==> config.mk <==
export PLATFORM = sky130hd
export DESIGN_NAME = usb_fs_out_arb_flat
export DESIGN_NICKNAME = d
export VERILOG_FILES = /design/src/rtl/usb_fs_out_arb_if.sv /design/src/rtl/usb_fs_out_arb.sv /design/src/flat_wrapper.sv
export SDC_FILE = /design/constraint.sdc
export NUM_CORES = 1
export LEC_CHECK = 0
export ABC_AREA = 1
export BUFFER_PORTS_ARGS = -buffer_cell sky130_fd_sc_hd__buf_2
export CAP_MARGIN = 20
export CORE_ASPECT_RATIO = 0.5
export CORE_MARGIN = 1
export CORE_UTILIZATION = 50
export CTS_BUF_LIST = sky130_fd_sc_hd__clkbuf_8 sky130_fd_sc_hd__clkbuf_16
export CTS_CLUSTER_DIAMETER = 50
export DETAILED_ROUTE_END_ITERATION = 16
export PLACE_DENSITY = 0.85
export SLEW_MARGIN = 0
export SYNTH_ARGS = -nofsm -noshare
export SYNTH_HDL_FRONTEND = slang
export SYNTH_SLANG_ARGS = --single-unit
==> constraint.sdc <==
create_clock -name clk -period 1.67 [get_ports clk]
set_clock_uncertainty 0.15 [all_clocks]
set_input_delay 0.167 -clock clk [delete_from_list [all_inputs] [get_ports clk]]
set_output_delay 0.167 -clock clk [all_outputs]
set_load 0.05 [all_outputs]
==> src/rtl/usb_fs_out_arb_if.sv <==
// Bus bundle between the USB FS receiver, the OUT endpoint buffers, the
// shared transmit path and the OUT arbiter. The master modport is the
// arbiter side. The slave modport is the surrounding environment.
interface usb_fs_out_arb_if #(
    parameter int NUM_OUT_EP = 2
);
    // receiver -> arbiter
    logic                  rx_pkt_start;
    logic                  rx_pkt_end;
    logic [3:0]            rx_pid;
    logic [6:0]            rx_addr;
    logic [3:0]            rx_endp;
    logic                  rx_pkt_valid;
    logic                  rx_data_put;
    logic [7:0]            rx_data;
    // endpoint buffers <-> arbiter
    logic [NUM_OUT_EP-1:0] out_ep_data_avail;
    logic [NUM_OUT_EP-1:0] out_ep_stall;
    logic [NUM_OUT_EP-1:0] out_ep_grant;
    logic                  out_ep_setup;
    logic                  out_ep_data_put;
    logic [7:0]            out_ep_data;
    logic                  out_ep_acked;
    logic                  out_ep_rollback;
    // transmit path <-> arbiter
    logic                  tx_hs_req;
    logic [3:0]            tx_hs_pid;
    logic                  tx_hs_grant;

    modport master (
        input  rx_pkt_start, rx_pkt_end, rx_pid, rx_addr, rx_endp,
               rx_pkt_valid, rx_data_put, rx_data,
               out_ep_data_avail, out_ep_stall, tx_hs_grant,
        output out_ep_grant, out_ep_setup, out_ep_data_put, out_ep_data,
               out_ep_acked, out_ep_rollback, tx_hs_req, tx_hs_pid
    );

    modport slave (
        output rx_pkt_start, rx_pkt_end, rx_pid, rx_addr, rx_endp,
               rx_pkt_valid, rx_data_put, rx_data,
               out_ep_data_avail, out_ep_stall, tx_hs_grant,
        input  out_ep_grant, out_ep_setup, out_ep_data_put, out_ep_data,
               out_ep_acked, out_ep_rollback, tx_hs_req, tx_hs_pid
    );
endinterface

==> src/rtl/usb_fs_out_arb.sv <==
// USB full-speed OUT/SETUP receive sequencer. Matches tokens against the
// device address, steers the following data packet to one endpoint buffer,
// tracks DATA0/DATA1 toggles per endpoint and requests the ACK/NAK/STALL
// handshake from the shared transmit path.
// All outputs are registered, so they follow the FSM state by one cycle.
module usb_fs_out_arb #(
    parameter int NUM_OUT_EP = 2,
    parameter int TIMEOUT    = 255
) (
    input  logic             clk,
    input  logic             reset,
    input  logic [6:0]       dev_addr,
    usb_fs_out_arb_if.master bus
);
    localparam logic [3:0] PID_OUT   = 4'b0001;
    localparam logic [3:0] PID_SETUP = 4'b1101;
    localparam logic [3:0] PID_DATA0 = 4'b0011;
    localparam logic [3:0] PID_DATA1 = 4'b1011;
    localparam logic [3:0] PID_ACK   = 4'b0010;
    localparam logic [3:0] PID_NAK   = 4'b1010;
    localparam logic [3:0] PID_STALL = 4'b1110;

    localparam int TW = $clog2(TIMEOUT + 1);
    localparam int EW = (NUM_OUT_EP > 1) ? $clog2(NUM_OUT_EP) : 1;

    typedef enum logic [2:0] {
        ST_IDLE      = 3'd0,
        ST_WAIT_DATA = 3'd1,
        ST_DATA      = 3'd2,
        ST_EVAL      = 3'd3,
        ST_SEND_HS   = 3'd4
    } state_t;

    state_t                state_q, state_d;
    logic                  end_q;
    logic [EW-1:0]         ep_q, ep_d;
    logic                  is_setup_q, is_setup_d;
    logic [TW-1:0]         timer_q, timer_d;
    logic [NUM_OUT_EP-1:0] toggle_q, toggle_d;
    logic [NUM_OUT_EP-1:0] grant_q, grant_d;
    logic                  setup_q, setup_d;
    logic                  data_put_q, data_put_d;
    logic [7:0]            data_q, data_d;
    logic                  acked_q, acked_d;
    logic                  rollback_q, rollback_d;
    logic                  hs_req_q, hs_req_d;
    logic [3:0]            hs_pid_q, hs_pid_d;

    logic                  accept_s;
    logic                  granted_s;
    logic                  pid_is_data_s;
    logic [NUM_OUT_EP-1:0] ep_onehot_s;

    // A token is ours when it is a clean OUT/SETUP to our address and a served endpoint.
    assign accept_s = bus.rx_pkt_valid
                    && ((bus.rx_pid == PID_OUT) || (bus.rx_pid == PID_SETUP))
                    && (bus.rx_addr == dev_addr)
                    && ({1'b0, bus.rx_endp} < 5'(NUM_OUT_EP));

    assign pid_is_data_s = (bus.rx_pid == PID_DATA0) || (bus.rx_pid == PID_DATA1);
    assign granted_s     = |grant_q;
    assign ep_onehot_s   = NUM_OUT_EP'(1'b1) << ep_q;

    // Delay the end strobe one cycle so the packet fields are settled when looked at.
    always_ff @(posedge clk or negedge reset) begin
        if (!reset) begin
            end_q <= 1'b0;
        end else begin
            end_q <= bus.rx_pkt_end;
        end
    end

    // State, per-transfer context, toggles and registered outputs.
    always_ff @(posedge clk or negedge reset) begin
        if (!reset) begin
            state_q    <= ST_IDLE;
            ep_q       <= {EW{1'b0}};
            is_setup_q <= 1'b0;
            timer_q    <= {TW{1'b0}};
            toggle_q   <= {NUM_OUT_EP{1'b0}};
            grant_q    <= {NUM_OUT_EP{1'b0}};
            setup_q    <= 1'b0;
            data_put_q <= 1'b0;
            data_q     <= 8'h00;
            acked_q    <= 1'b0;
            rollback_q <= 1'b0;
            hs_req_q   <= 1'b0;
            hs_pid_q   <= 4'h0;
        end else begin
            state_q    <= state_d;
            ep_q       <= ep_d;
            is_setup_q <= is_setup_d;
            timer_q    <= timer_d;
            toggle_q   <= toggle_d;
            grant_q    <= grant_d;
            setup_q    <= setup_d;
            data_put_q <= data_put_d;
            data_q     <= data_d;
            acked_q    <= acked_d;
            rollback_q <= rollback_d;
            hs_req_q   <= hs_req_d;
            hs_pid_q   <= hs_pid_d;
        end
    end

    // Next-state and next-output decode for the transfer sequencer.
    always_comb begin
        state_d    = state_q;
        ep_d       = ep_q;
        is_setup_d = is_setup_q;
        timer_d    = timer_q;
        toggle_d   = toggle_q;
        grant_d    = grant_q;
        setup_d    = setup_q;
        data_put_d = 1'b0;
        data_d     = data_q;
        acked_d    = 1'b0;
        rollback_d = 1'b0;
        hs_req_d   = hs_req_q;
        hs_pid_d   = hs_pid_q;

        case (state_q)
            ST_IDLE: begin
                grant_d  = {NUM_OUT_EP{1'b0}};
                setup_d  = 1'b0;
                hs_req_d = 1'b0;
                if (end_q && accept_s) begin
                    ep_d       = bus.rx_endp[EW-1:0];
                    is_setup_d = (bus.rx_pid == PID_SETUP);
                    timer_d    = {TW{1'b0}};
                    state_d    = ST_WAIT_DATA;
                end else begin
                    state_d    = ST_IDLE;
                end
            end

            ST_WAIT_DATA: begin
                if (bus.rx_pkt_start) begin
                    state_d = ST_DATA;
                    if (bus.out_ep_data_avail[ep_q]) begin
                        grant_d = ep_onehot_s;
                        setup_d = is_setup_q;
                    end else begin
                        grant_d = {NUM_OUT_EP{1'b0}};
                        setup_d = 1'b0;
                    end
                end else if (bus.rx_pkt_end) begin
                    // another token overtook the expected data packet
                    state_d = ST_IDLE;
                end else if (timer_q == TW'(TIMEOUT)) begin
                    state_d = ST_IDLE;
                end else begin
                    timer_d = timer_q + TW'(1);
                end
            end

            ST_DATA: begin
                data_put_d = granted_s && bus.rx_data_put;
                data_d     = bus.rx_data;
                if (bus.rx_pkt_end) begin
                    state_d = ST_EVAL;
                end else begin
                    state_d = ST_DATA;
                end
            end

            ST_EVAL: begin
                state_d  = ST_SEND_HS;
                hs_req_d = 1'b1;
                hs_pid_d = PID_ACK;
                if (!bus.rx_pkt_valid || !pid_is_data_s
                    || (is_setup_q && (bus.rx_pid == PID_DATA1))) begin
                    // corrupt or illegal data stage: stay silent, host retries
                    rollback_d = granted_s;
                    hs_req_d   = 1'b0;
                    hs_pid_d   = 4'h0;
                    state_d    = ST_IDLE;
                end else if (!is_setup_q && bus.out_ep_stall[ep_q]) begin
                    rollback_d = granted_s;
                    hs_pid_d   = PID_STALL;
                end else if (!granted_s) begin
                    hs_pid_d   = PID_NAK;
                end else if (is_setup_q) begin
                    // SETUP always lands and resynchronises the toggle
                    acked_d          = 1'b1;
                    toggle_d[ep_q]   = 1'b1;
                end else if (bus.rx_pid[3] != toggle_q[ep_q]) begin
                    // host missed our last ACK: acknowledge again, drop the copy
                    rollback_d = 1'b1;
                end else begin
                    acked_d        = 1'b1;
                    toggle_d[ep_q] = ~toggle_q[ep_q];
                end
            end

            ST_SEND_HS: begin
                grant_d = {NUM_OUT_EP{1'b0}};
                setup_d = 1'b0;
                if (hs_req_q && bus.tx_hs_grant) begin
                    hs_req_d = 1'b0;
                    hs_pid_d = 4'h0;
                    state_d  = ST_IDLE;
                end else begin
                    state_d  = ST_SEND_HS;
                end
            end

            default: begin
                state_d  = ST_IDLE;
                grant_d  = {NUM_OUT_EP{1'b0}};
                setup_d  = 1'b0;
                hs_req_d = 1'b0;
                hs_pid_d = 4'h0;
            end
        endcase
    end

    assign bus.out_ep_grant    = grant_q;
    assign bus.out_ep_setup    = setup_q;
    assign bus.out_ep_data_put = data_put_q;
    assign bus.out_ep_data     = data_q;
    assign bus.out_ep_acked    = acked_q;
    assign bus.out_ep_rollback = rollback_q;
    assign bus.tx_hs_req       = hs_req_q;
    assign bus.tx_hs_pid       = hs_pid_q;
endmodule

==> src/flat_wrapper.sv <==
// flat-port wrapper written by rule: the top's interface ports become plain ports
module usb_fs_out_arb_flat 
#(
    parameter int NUM_OUT_EP = 2,
    parameter int TIMEOUT    = 255
)
  (clk, reset, dev_addr, bus_rx_pkt_start, bus_rx_pkt_end, bus_rx_pid, bus_rx_addr, bus_rx_endp, bus_rx_pkt_valid, bus_rx_data_put, bus_rx_data, bus_out_ep_data_avail, bus_out_ep_stall, bus_tx_hs_grant, bus_out_ep_grant, bus_out_ep_setup, bus_out_ep_data_put, bus_out_ep_data, bus_out_ep_acked, bus_out_ep_rollback, bus_tx_hs_req, bus_tx_hs_pid);
  usb_fs_out_arb_if #(.NUM_OUT_EP(NUM_OUT_EP)) bus_i ();
  input  logic clk;
  input  logic reset;
  input  logic [6:0] dev_addr;
  input wire logic [$bits(bus_i.rx_pkt_start)-1:0] bus_rx_pkt_start;
  input wire logic [$bits(bus_i.rx_pkt_end)-1:0] bus_rx_pkt_end;
  input wire logic [$bits(bus_i.rx_pid)-1:0] bus_rx_pid;
  input wire logic [$bits(bus_i.rx_addr)-1:0] bus_rx_addr;
  input wire logic [$bits(bus_i.rx_endp)-1:0] bus_rx_endp;
  input wire logic [$bits(bus_i.rx_pkt_valid)-1:0] bus_rx_pkt_valid;
  input wire logic [$bits(bus_i.rx_data_put)-1:0] bus_rx_data_put;
  input wire logic [$bits(bus_i.rx_data)-1:0] bus_rx_data;
  input wire logic [$bits(bus_i.out_ep_data_avail)-1:0] bus_out_ep_data_avail;
  input wire logic [$bits(bus_i.out_ep_stall)-1:0] bus_out_ep_stall;
  input wire logic [$bits(bus_i.tx_hs_grant)-1:0] bus_tx_hs_grant;
  output wire logic [$bits(bus_i.out_ep_grant)-1:0] bus_out_ep_grant;
  output wire logic [$bits(bus_i.out_ep_setup)-1:0] bus_out_ep_setup;
  output wire logic [$bits(bus_i.out_ep_data_put)-1:0] bus_out_ep_data_put;
  output wire logic [$bits(bus_i.out_ep_data)-1:0] bus_out_ep_data;
  output wire logic [$bits(bus_i.out_ep_acked)-1:0] bus_out_ep_acked;
  output wire logic [$bits(bus_i.out_ep_rollback)-1:0] bus_out_ep_rollback;
  output wire logic [$bits(bus_i.tx_hs_req)-1:0] bus_tx_hs_req;
  output wire logic [$bits(bus_i.tx_hs_pid)-1:0] bus_tx_hs_pid;
  assign bus_i.rx_pkt_start = bus_rx_pkt_start;
  assign bus_i.rx_pkt_end = bus_rx_pkt_end;
  assign bus_i.rx_pid = bus_rx_pid;
  assign bus_i.rx_addr = bus_rx_addr;
  assign bus_i.rx_endp = bus_rx_endp;
  assign bus_i.rx_pkt_valid = bus_rx_pkt_valid;
  assign bus_i.rx_data_put = bus_rx_data_put;
  assign bus_i.rx_data = bus_rx_data;
  assign bus_i.out_ep_data_avail = bus_out_ep_data_avail;
  assign bus_i.out_ep_stall = bus_out_ep_stall;
  assign bus_i.tx_hs_grant = bus_tx_hs_grant;
  assign bus_out_ep_grant = bus_i.out_ep_grant;
  assign bus_out_ep_setup = bus_i.out_ep_setup;
  assign bus_out_ep_data_put = bus_i.out_ep_data_put;
  assign bus_out_ep_data = bus_i.out_ep_data;
  assign bus_out_ep_acked = bus_i.out_ep_acked;
  assign bus_out_ep_rollback = bus_i.out_ep_rollback;
  assign bus_tx_hs_req = bus_i.tx_hs_req;
  assign bus_tx_hs_pid = bus_i.tx_hs_pid;
  usb_fs_out_arb #(.NUM_OUT_EP(NUM_OUT_EP), .TIMEOUT(TIMEOUT)) u_core (.clk(clk), .reset(reset), .dev_addr(dev_addr), .bus(bus_i));
endmodule
Word level (Yosys, flattened, before mapping)
Index checks and enable logic that the tools add are counted.

Register bits: 35. Bits of input ports: 41. Memories: 0. Latch bits: 0. RAM bits: 0. Logic and storage cells: 124. Output and inout bits: 19. ROM bits: 0.

Reductions and logical operators: 28. Bitwise gates (word level): 7. Shift operators: 1. Eq/ne operators: 19. Add/subtract/negate cells: 1. Multiplexer cells: 51. $mul: 0. Magnitude comparators: 3. Divide/modulo/power cells: 0.

Operator list (number): two-way mux 8 bit (4); two-way mux 1 bit (26); two-way mux 4 bit (4); case mux 8 bit (2 select lines) (1); two-way mux 3 bit (5); case mux 3 bit (5 select lines) (1); case mux 4 bit (3 select lines) (1); AND reduction 5 bit (2); logical AND 1 bit (9); adder 8 x 1 -> 8 bit (second input constant) (1); equality test 4 bit (second input constant) (2); equality test 8 bit (second input constant) (1); two-way mux 2 bit (4); != test 2 bit (second input constant) (4); AND reduction 2 bit (4); equality test 7 bit (1); equality test 3 x 2 -> 1 bit (second input constant) (2); != test 2 x 1 -> 1 bit (second input constant) (3); NOT 1 bit (6); OR reduction 2 bit (3); equality test 4 x 1 -> 1 bit (second input constant) (1); equality test 4 x 2 -> 1 bit (second input constant) (1); logical OR 1 bit (4); < comparator 4 x 2 -> 1 bit (second input constant) (1); other kinds (17) (19).

Logic depth before layout (Yosys ltp)
Gate-level depths: netlist of run 1.

Depth in word-level cells: 9. Mapped depth: 11.

Least setup slack after synthesis of run 1
OpenSTA, ideal clock, no wires.

Kind: flip-flop to flip-flop. From: reg u_core.timer_q[0]. To: reg u_core.timer_q[4]. Buffers on the path: 0. Required time: 1.454 ns. Clock period less this slack: 1.521 ns. Library setup time: 0.066 ns. Slack: 0.149 ns. Arrival time: 1.305 ns. Cell stages (with the launch flop): 11. Path through: dfrtp_1 -> ha_1 -> nand2_1 -> nor2_2 -> nand2_1 -> nor2_2 -> nand3_1 -> nand2_2 -> nor2_1 -> nand3_1 -> nand2_1.

Word-level cells in the longest chain between the ends: 5.

RTL lines: start, declared (line usb_fs_out_arb.sv:38) `logic [TW-1:0] timer_q, timer_d;`; start signal, assigned (line usb_fs_out_arb.sv:79) `timer_q <= {TW{1'b0}};`; start signal, assigned (line usb_fs_out_arb.sv:93) `timer_q <= timer_d;`; adder 8 x 1 -> 8 bit (line usb_fs_out_arb.sv:153) `timer_d = timer_q + TW'(1);`; two-way mux 8 bit (line usb_fs_out_arb.sv:150) `end else if (timer_q == TW'(TIMEOUT)) begin`; two-way mux 8 bit (line usb_fs_out_arb.sv:147) `end else if (bus.rx_pkt_end) begin`; two-way mux 8 bit (line usb_fs_out_arb.sv:138) `if (bus.rx_pkt_start) begin`; case mux 8 bit (2 select lines) (line usb_fs_out_arb.sv:122) `case (state_q)`.

Parallel ways exist; a longest one is shown, timed or not. The select of a mux whose other input is x is not followed. A chain may end at the register's enable or synchronous reset.

Worst setup path after layout of run 1
From: reg u_core.timer_q[1]. To: reg u_core.timer_q[6].

Same word-level chain as after synthesis.

==> results of run 1 <==
[repair_timing]
item / 4_1_cts / 5_1_grt
hold buffers: 11 / 0
gates cloned: 0 / 0
resized for setup: 4 / 12
buffers inserted: 4 / 3
hold endpoints to repair: 45 / 0
setup endpoints to repair: 8 / 9
pin swaps: 2 / 4
[registers in the layout, summed over array words and instances (netlist names)]
register,cells
u_core.bus.out_ep_data,8
u_core.timer_q,8
u_core.bus.tx_hs_pid,3
u_core.state_q,3
u_core.bus.out_ep_grant,2
u_core.toggle_q,2
u_core.bus.out_ep_acked,1
u_core.bus.out_ep_data_put,1
u_core.bus.out_ep_rollback,1
u_core.bus.out_ep_setup,1
u_core.bus.tx_hs_req,1
u_core.end_q,1
u_core.ep_q,1
u_core.is_setup_q,1
[per-layer routing]
metal	global-route usage	share of wire
met1	0.291	0.43
met2	0.447	0.49
met3	0.0750	0.063
met4	0.0885	0.014
met5	0	0
[worst paths after layout]
| check | endpoint | depth (start not counted) | slack, ps |
|---|---|---|---|
| setup / recovery | u_core.timer_q[6] | 11 | -90 |
| hold / removal | u_core.ep_q | 3 | 10 |
| setup reg to reg | u_core.timer_q[6] | 11 | -90 |
| hold reg to reg | u_core.bus.tx_hs_pid[1] | 2 | 330 |
| max in group asynchronous | u_core.bus.out_ep_data[5] | 3 | 730 |
| min in group asynchronous | u_core.bus.tx_hs_pid[1] | 2 | 190 |
[cell families (layout without fill, tap and decap cells)]
group / after synthesis / in the layout / share of synthesized area
adder cells (fa/ha/maj): 1 / 1 / 0.00677
AND/OR/NAND/NOR: 161 / 161 / 0.383
other: 1 / 1 / 0.00203
flip-flops: 34 / 34 / 0.461
XOR/XNOR: 2 / 2 / 0.00949
buffers and inverters: 42 / 126 / 0.0881
AO/OA/AOI/OAI: 17 / 17 / 0.0495
[worst min-delay path: stages]
cell     delay, ps
buf_2           90
nor2_1          40
a21oi_1        110
[final cells by class]
cell class | instances | share of cell area
Clock buffer | 6 | 0.0326
Clock inverter | 2 | 0.00345
Inverter | 40 | 0.0592
Multi-Input combinational cell | 182 | 0.354
Sequential cell | 34 | 0.336
Tap cell | 51 | 0.0252
Timing Repair Buffer | 78 | 0.189
[power breakdown]
group / total (mW) / switching (mW) / internal (mW)
Clock: 0.645 / 0.318 / 0.327
Sequential: 1.07 / 0.100 / 0.968
Combinational: 1.16 / 0.816 / 0.343
Total: 2.87 / 1.23 / 1.64
[through the flow]
| stage | setup TNS, ps | total power [mW] | hold WS [ps] | cells | area [µm²] |
|---|---|---|---|---|---|
| after global routing | -879 | 3.04 | 27.3 | 393 | 2540 |
| after global placement | 0 | 2.10 | -39.6 | 367 | 2220 |
| after detailed placement | -39.6 | 2.12 | -18.2 | 367 | 2220 |
| final | -369 | 2.87 | 10.7 | 393 | 2540 |
| after floorplan | 0 | 1.83 | -279 | 258 | 1850 |
| after CTS | 0 | 2.81 | 5.46 | 390 | 2460 |
[cell usage in the layout, fill, tap and decap left out]
cell type / count
buf_2: 58
dfrtp_1: 33
nand2_1: 99
nand3_2: 3
nand4_1: 1
clkbuf_8: 6
inv_2: 3
nor3_1: 2
nand3_1: 15
nand3_4: 1
nor3b_1: 2
or2_2: 1
o21ai_0: 2
nand2_4: 6
dfrtp_2: 1
nor2_2: 5
inv_1: 37
nor3_2: 2
ha_4: 1
xnor2_1: 1
o21ai_1: 8
xor2_1: 1
buf_12: 1
dlygate4sd3_1: 11
o21ai_2: 1
o211ai_1: 1
conb_1: 1
buf_4: 8
nor2_1: 21
nor2_4: 2
clkinv_2: 1
clkinv_1: 1
or2_4: 1
a21oi_1: 5
==> results_dict.tcl, run 1 <==
set metrics [dict create \
    cts_buffers 5 \
    synth_edf_count 0 \
    yosysWarnings 0 \
    grt_overflow 0 \
    clock_latency_ps 300 \
    drt_iter0_drc 127 \
    cts_num_sinks 34 \
    vdd_drop_max_v 0.000779 \
    drv_slew 0 \
    synth_top_area_share 0.461 \
    startpoint "u_core.timer_q[1]" \
    regArea_um2 852 \
    final_nets 383 \
    max_stage_delay_ps 410 \
    syn-cell-area_mm2 0.00185 \
    pre_cts_slack_ps -39.6 \
    ys_top_cells_by_area "dfrtp_1 46%, nand2_1 21%, inv_1 7.3%" \
    grt_use_total 0.249 \
    critPathRequiredTime_ps 1750 \
    synthArstFlopShare 1.00 \
    die_h_um 45.0 \
    synth_fp_nets 300 \
    slowest_stage "dfrtp_1" \
    syn-mean-instance-area_um2 7.16 \
    p_per_area_mw_per_mm2 1130 \
    timing.max_cap.violations 0 \
    fp.dieW_um 88.0 \
    first_pass_iters 4 \
    grt_pass1_wl_mm 7.33 \
    hp-class "primary input to flop" \
    area_growth_pct 37.3 \
    grt_max_degree 19 \
    r2r-start "u_core.timer_q[1]" \
    arrival_ps 1830 \
    first_global_vias 1786 \
    htreeDepth 2 \
    clk_pin_slew_ps 80 \
    portBuffers 58 \
    wire_per_inst_um 12.4 \
    num_rows 15 \
    min_period_ps 1760 \
    synth_seq_cells 34 \
    pin_count 60 \
    path_cells "ha_4 -> nand2_4 -> nor2_4 -> nand2_4 -> nor2_4 -> nand3_2 -> nand2_4 -> nand2_4 -> nand2_4 -> nand2_1 -> nand2_1" \
    antenna_found_initial 0 \
    tritoncts "yes" \
    fillers 253 \
    setup_violations 8 \
    start_util 0.529 \
    drc 0 \
    synth_top_flop_cell "dfrtp_1" \
    worst_slack_ps -86.2 \
    endpoint_kind "flop" \
    fin_crit_sh 1.05 \
    failed_checks "negative setup slack" \
    path_buf_inv 0 \
    critical_path_class "flop to flop" \
    fmax_mhz 569 \
    post_synth_num_cell_types 29 \
    crit_fanout 8 \
    min_from "bus_rx_endp[0]" \
    gp_congestion 0.823 \
    dp_hpwl_mm 3.17 \
    final_util 0.727 \
    yosysTopAreaCell "dfrtp_1" \
    cts_max_path_buffers 2 \
    rsz0062_at_grt "true" \
    vias_per_cell 4.89 \
    ant_nets 0 \
    wl_mm 4.86 \
    leakagePower_nw 1.48 \
    core_area_mm2 0.00349 \
    root_buffer "clkbuf_8" \
    synth.most_common_cell "nand2_1" \
    netlist_top_cells_count "101 x nand2_1, 36 x inv_1, 34 x dfrtp_1, 24 x nor2_1, 17 x nand3_1" \
    critical-path-top-delay-family "simple AND/OR/NAND/NOR gates" \
    dr_total_vias 1922 \
    finalHoldViolations 0 \
    multiInputGateArea_um2 898 \
    netlist_instances 258 \
    antenna_cells 0 \
    crit_top_cell "nand2_4" \
    drive_above_1_share 0.295 \
    status "finished with violations" \
    startpoint_type "flop" \
    synth_seq_area_share 0.461 \
    die_area_mm2 0.00396 \
]
No activity file was read; power rests on OpenSTA's default activity.
==> inputs of run 2 (changes only) <==
CTS_CLUSTER_SIZE = 12   (was default)
MAX_ROUTING_LAYER = met4   (was default)
==> run 2 against run 1 <==
The flow still finishes with violations (negative setup slack). Flip-flop and latch count is the same. Non-clock buffer count unchanged. Sequential share of layout area stayed put. Utilization is the same. Clock power about the same. Critical path depth stayed put. First-iteration DRC count decreased by 0.79%. Final cell count unchanged. Global-route usage increased by 0.82 points.
==> results_dict.tcl, run 2 (synthesized netlist as in run 1, its figures left out) <==
set metrics [dict create \
    status "finished with violations" \
    failed_checks "negative setup slack" \
    timing.max_cap.violations 0 \
    antenna_cells 0 \
    root_buffer "clkbuf_8" \
    dp.cells 367 \
    clk_pin_slew_ps 80 \
    grt_overflow 0 \
    grt_max_degree 19 \
    fin_cells 393 \
    drv_slew 0 \
    crit_fanout 8 \
    drt_iter0_drc 126 \
    pre_cts_slack_ps -39.6 \
    grt_pass1_wl_mm 7.32 \
    portBuffers 58 \
    setup_violations 8 \
    first_pass_iters 4 \
    die_area_mm2 0.00396 \
    critPathRequiredTime_ps 1750 \
    fin_crit_sh 1.05 \
    wire_per_inst_um 12.4 \
    power_frac_comb 0.404 \
    startpoint_type "flop" \
    cts_num_sinks 34 \
    vias_per_cell 4.89 \
    tritoncts "yes" \
    max_stage_delay_ps 410 \
    crit_top_cell "nand2_4" \
    gp_congestion 0.835 \
    p_int_mw 1.64 \
    first_global_vias 1789 \
    ant_nets 0 \
    worst_slack_ps -90.3 \
    p_seq_frac 0.372 \
    drc 0 \
    arrival_ps 1840 \
    cts_buffers 5 \
    fin_area_mm2 0.00254 \
    cts_max_path_buffers 2 \
    drive_above_1_share 0.295 \
    min_period_ps 1760 \
    dp_hpwl_mm 3.17 \
    area_growth_pct 37.3 \
    critical_path_class "flop to flop" \
    finalHoldViolations 0 \
    wl_mm 4.88 \
    start_util 0.529 \
    p_per_area_mw_per_mm2 1130 \
    path_buf_inv 0 \
    fp.dieW_um 88.0 \
    p_clk_frac 0.225 \
    vdd_drop_max_v 0.000779 \
    switching_share 0.430 \
    antenna_found_initial 0 \
    hp-class "primary input to flop" \
    num_rows 15 \
    path_cells "ha_4 -> nand2_4 -> nor2_4 -> nand2_4 -> nor2_4 -> nand3_2 -> nand2_4 -> nand2_4 -> nand2_4 -> nand2_1 -> nand2_1" \
    fmax_mhz 568 \
    dpl_cell_area_mm2 0.00222 \
    final_util 0.727 \
    final_nets 383 \
    endpoint_kind "flop" \
    critical-path-top-delay-family "simple AND/OR/NAND/NOR gates" \
    pin_count 60 \
    fillers 253 \
    total_power_mw 2.87 \
    rsz0062_at_grt "true" \
    finalSetupTns_ps -379 \
    clock_latency_ps 300 \
    p_sw_mw 1.23 \
    grt_use_total 0.257 \
    htreeDepth 2 \
    core_area_mm2 0.00349 \
    mostFrequentLayoutCells "99 x nand2_1, 58 x buf_2, 37 x inv_1, 33 x dfrtp_1, 21 x nor2_1" \
    final_common_cell "nand2_1" \
    leakagePower_nw 1.48 \
    dr_total_vias 1922 \
    die_h_um 45.0 \
    slowest_stage "dfrtp_1" \
    hold_ws_ps 8.33 \
]
==> run 2: cell counts in the layout (fill, tap and decap cells not counted) <==
Identical to the previous run, type by type.
==> run 2: final cells by class <==
type / count / area (µm²) / share of cell area
Tap cell: 51 / 63.8 / 0.0252
Inverter: 40 / 150 / 0.0592
Multi-Input combinational cell: 182 / 898 / 0.354
Clock inverter: 2 / 8.76 / 0.00345
Clock buffer: 6 / 82.6 / 0.0326
Timing Repair Buffer: 78 / 480 / 0.189
Sequential cell: 34 / 852 / 0.336
==> run 2: worst reg2reg max path, stage by stage, from the launching register on <==
cell     delay (ps)
dfrtp_1         410
ha_4            170
nand2_4          70
nor2_4          130
nand2_4          80
nor2_4          120
nand3_2         100
nand2_4         100
nand2_4          80
nand2_4         130
nand2_1          80
nand2_1          80
==> run 2: layer usage <==
metal  routed length, µm  global-route usage  share of wire
met5                   0                   -              0
met3                 300              0.0750          0.061
met4                  93              0.0885          0.019
met2                2370               0.447           0.49
met1                2110               0.291           0.43
==> run 2: final timing paths <==
path | slack [ps] | from | cells after the start | end
max | -90 | u_core.timer_q[1] | 11 | u_core.timer_q[6]
min | 8 | bus_rx_endp[0] | 3 | u_core.ep_q
max reg2reg | -90 | u_core.timer_q[1] | 11 | u_core.timer_q[6]
min reg2reg | 330 | u_core.bus.tx_hs_pid[1] | 2 | u_core.bus.tx_hs_pid[1]
max in group asynchronous | 730 | reset | 3 | u_core.bus.out_ep_data[5]
min in group asynchronous | 190 | reset | 2 | u_core.bus.tx_hs_pid[1]
==> run 2: power groups by stage <==
stage	clock, mW	sequential [mW]	combinational (mW)
floorplan	0	1.44	0.395
global placement	0	1.07	1.03
detailed placement	0	1.07	1.05
CTS	0.642	1.05	1.11
global route	0.701	1.09	1.25
finish	0.645	1.07	1.16
==> run 2: repair_timing <==
action / CTS / global route
pin swaps: 2 / 4
buffers inserted: 4 / 3
resized for setup: 4 / 12
hold endpoints to repair: 45 / 0
hold buffers: 11 / 0
endpoints found under the setup margin: 8 / 9
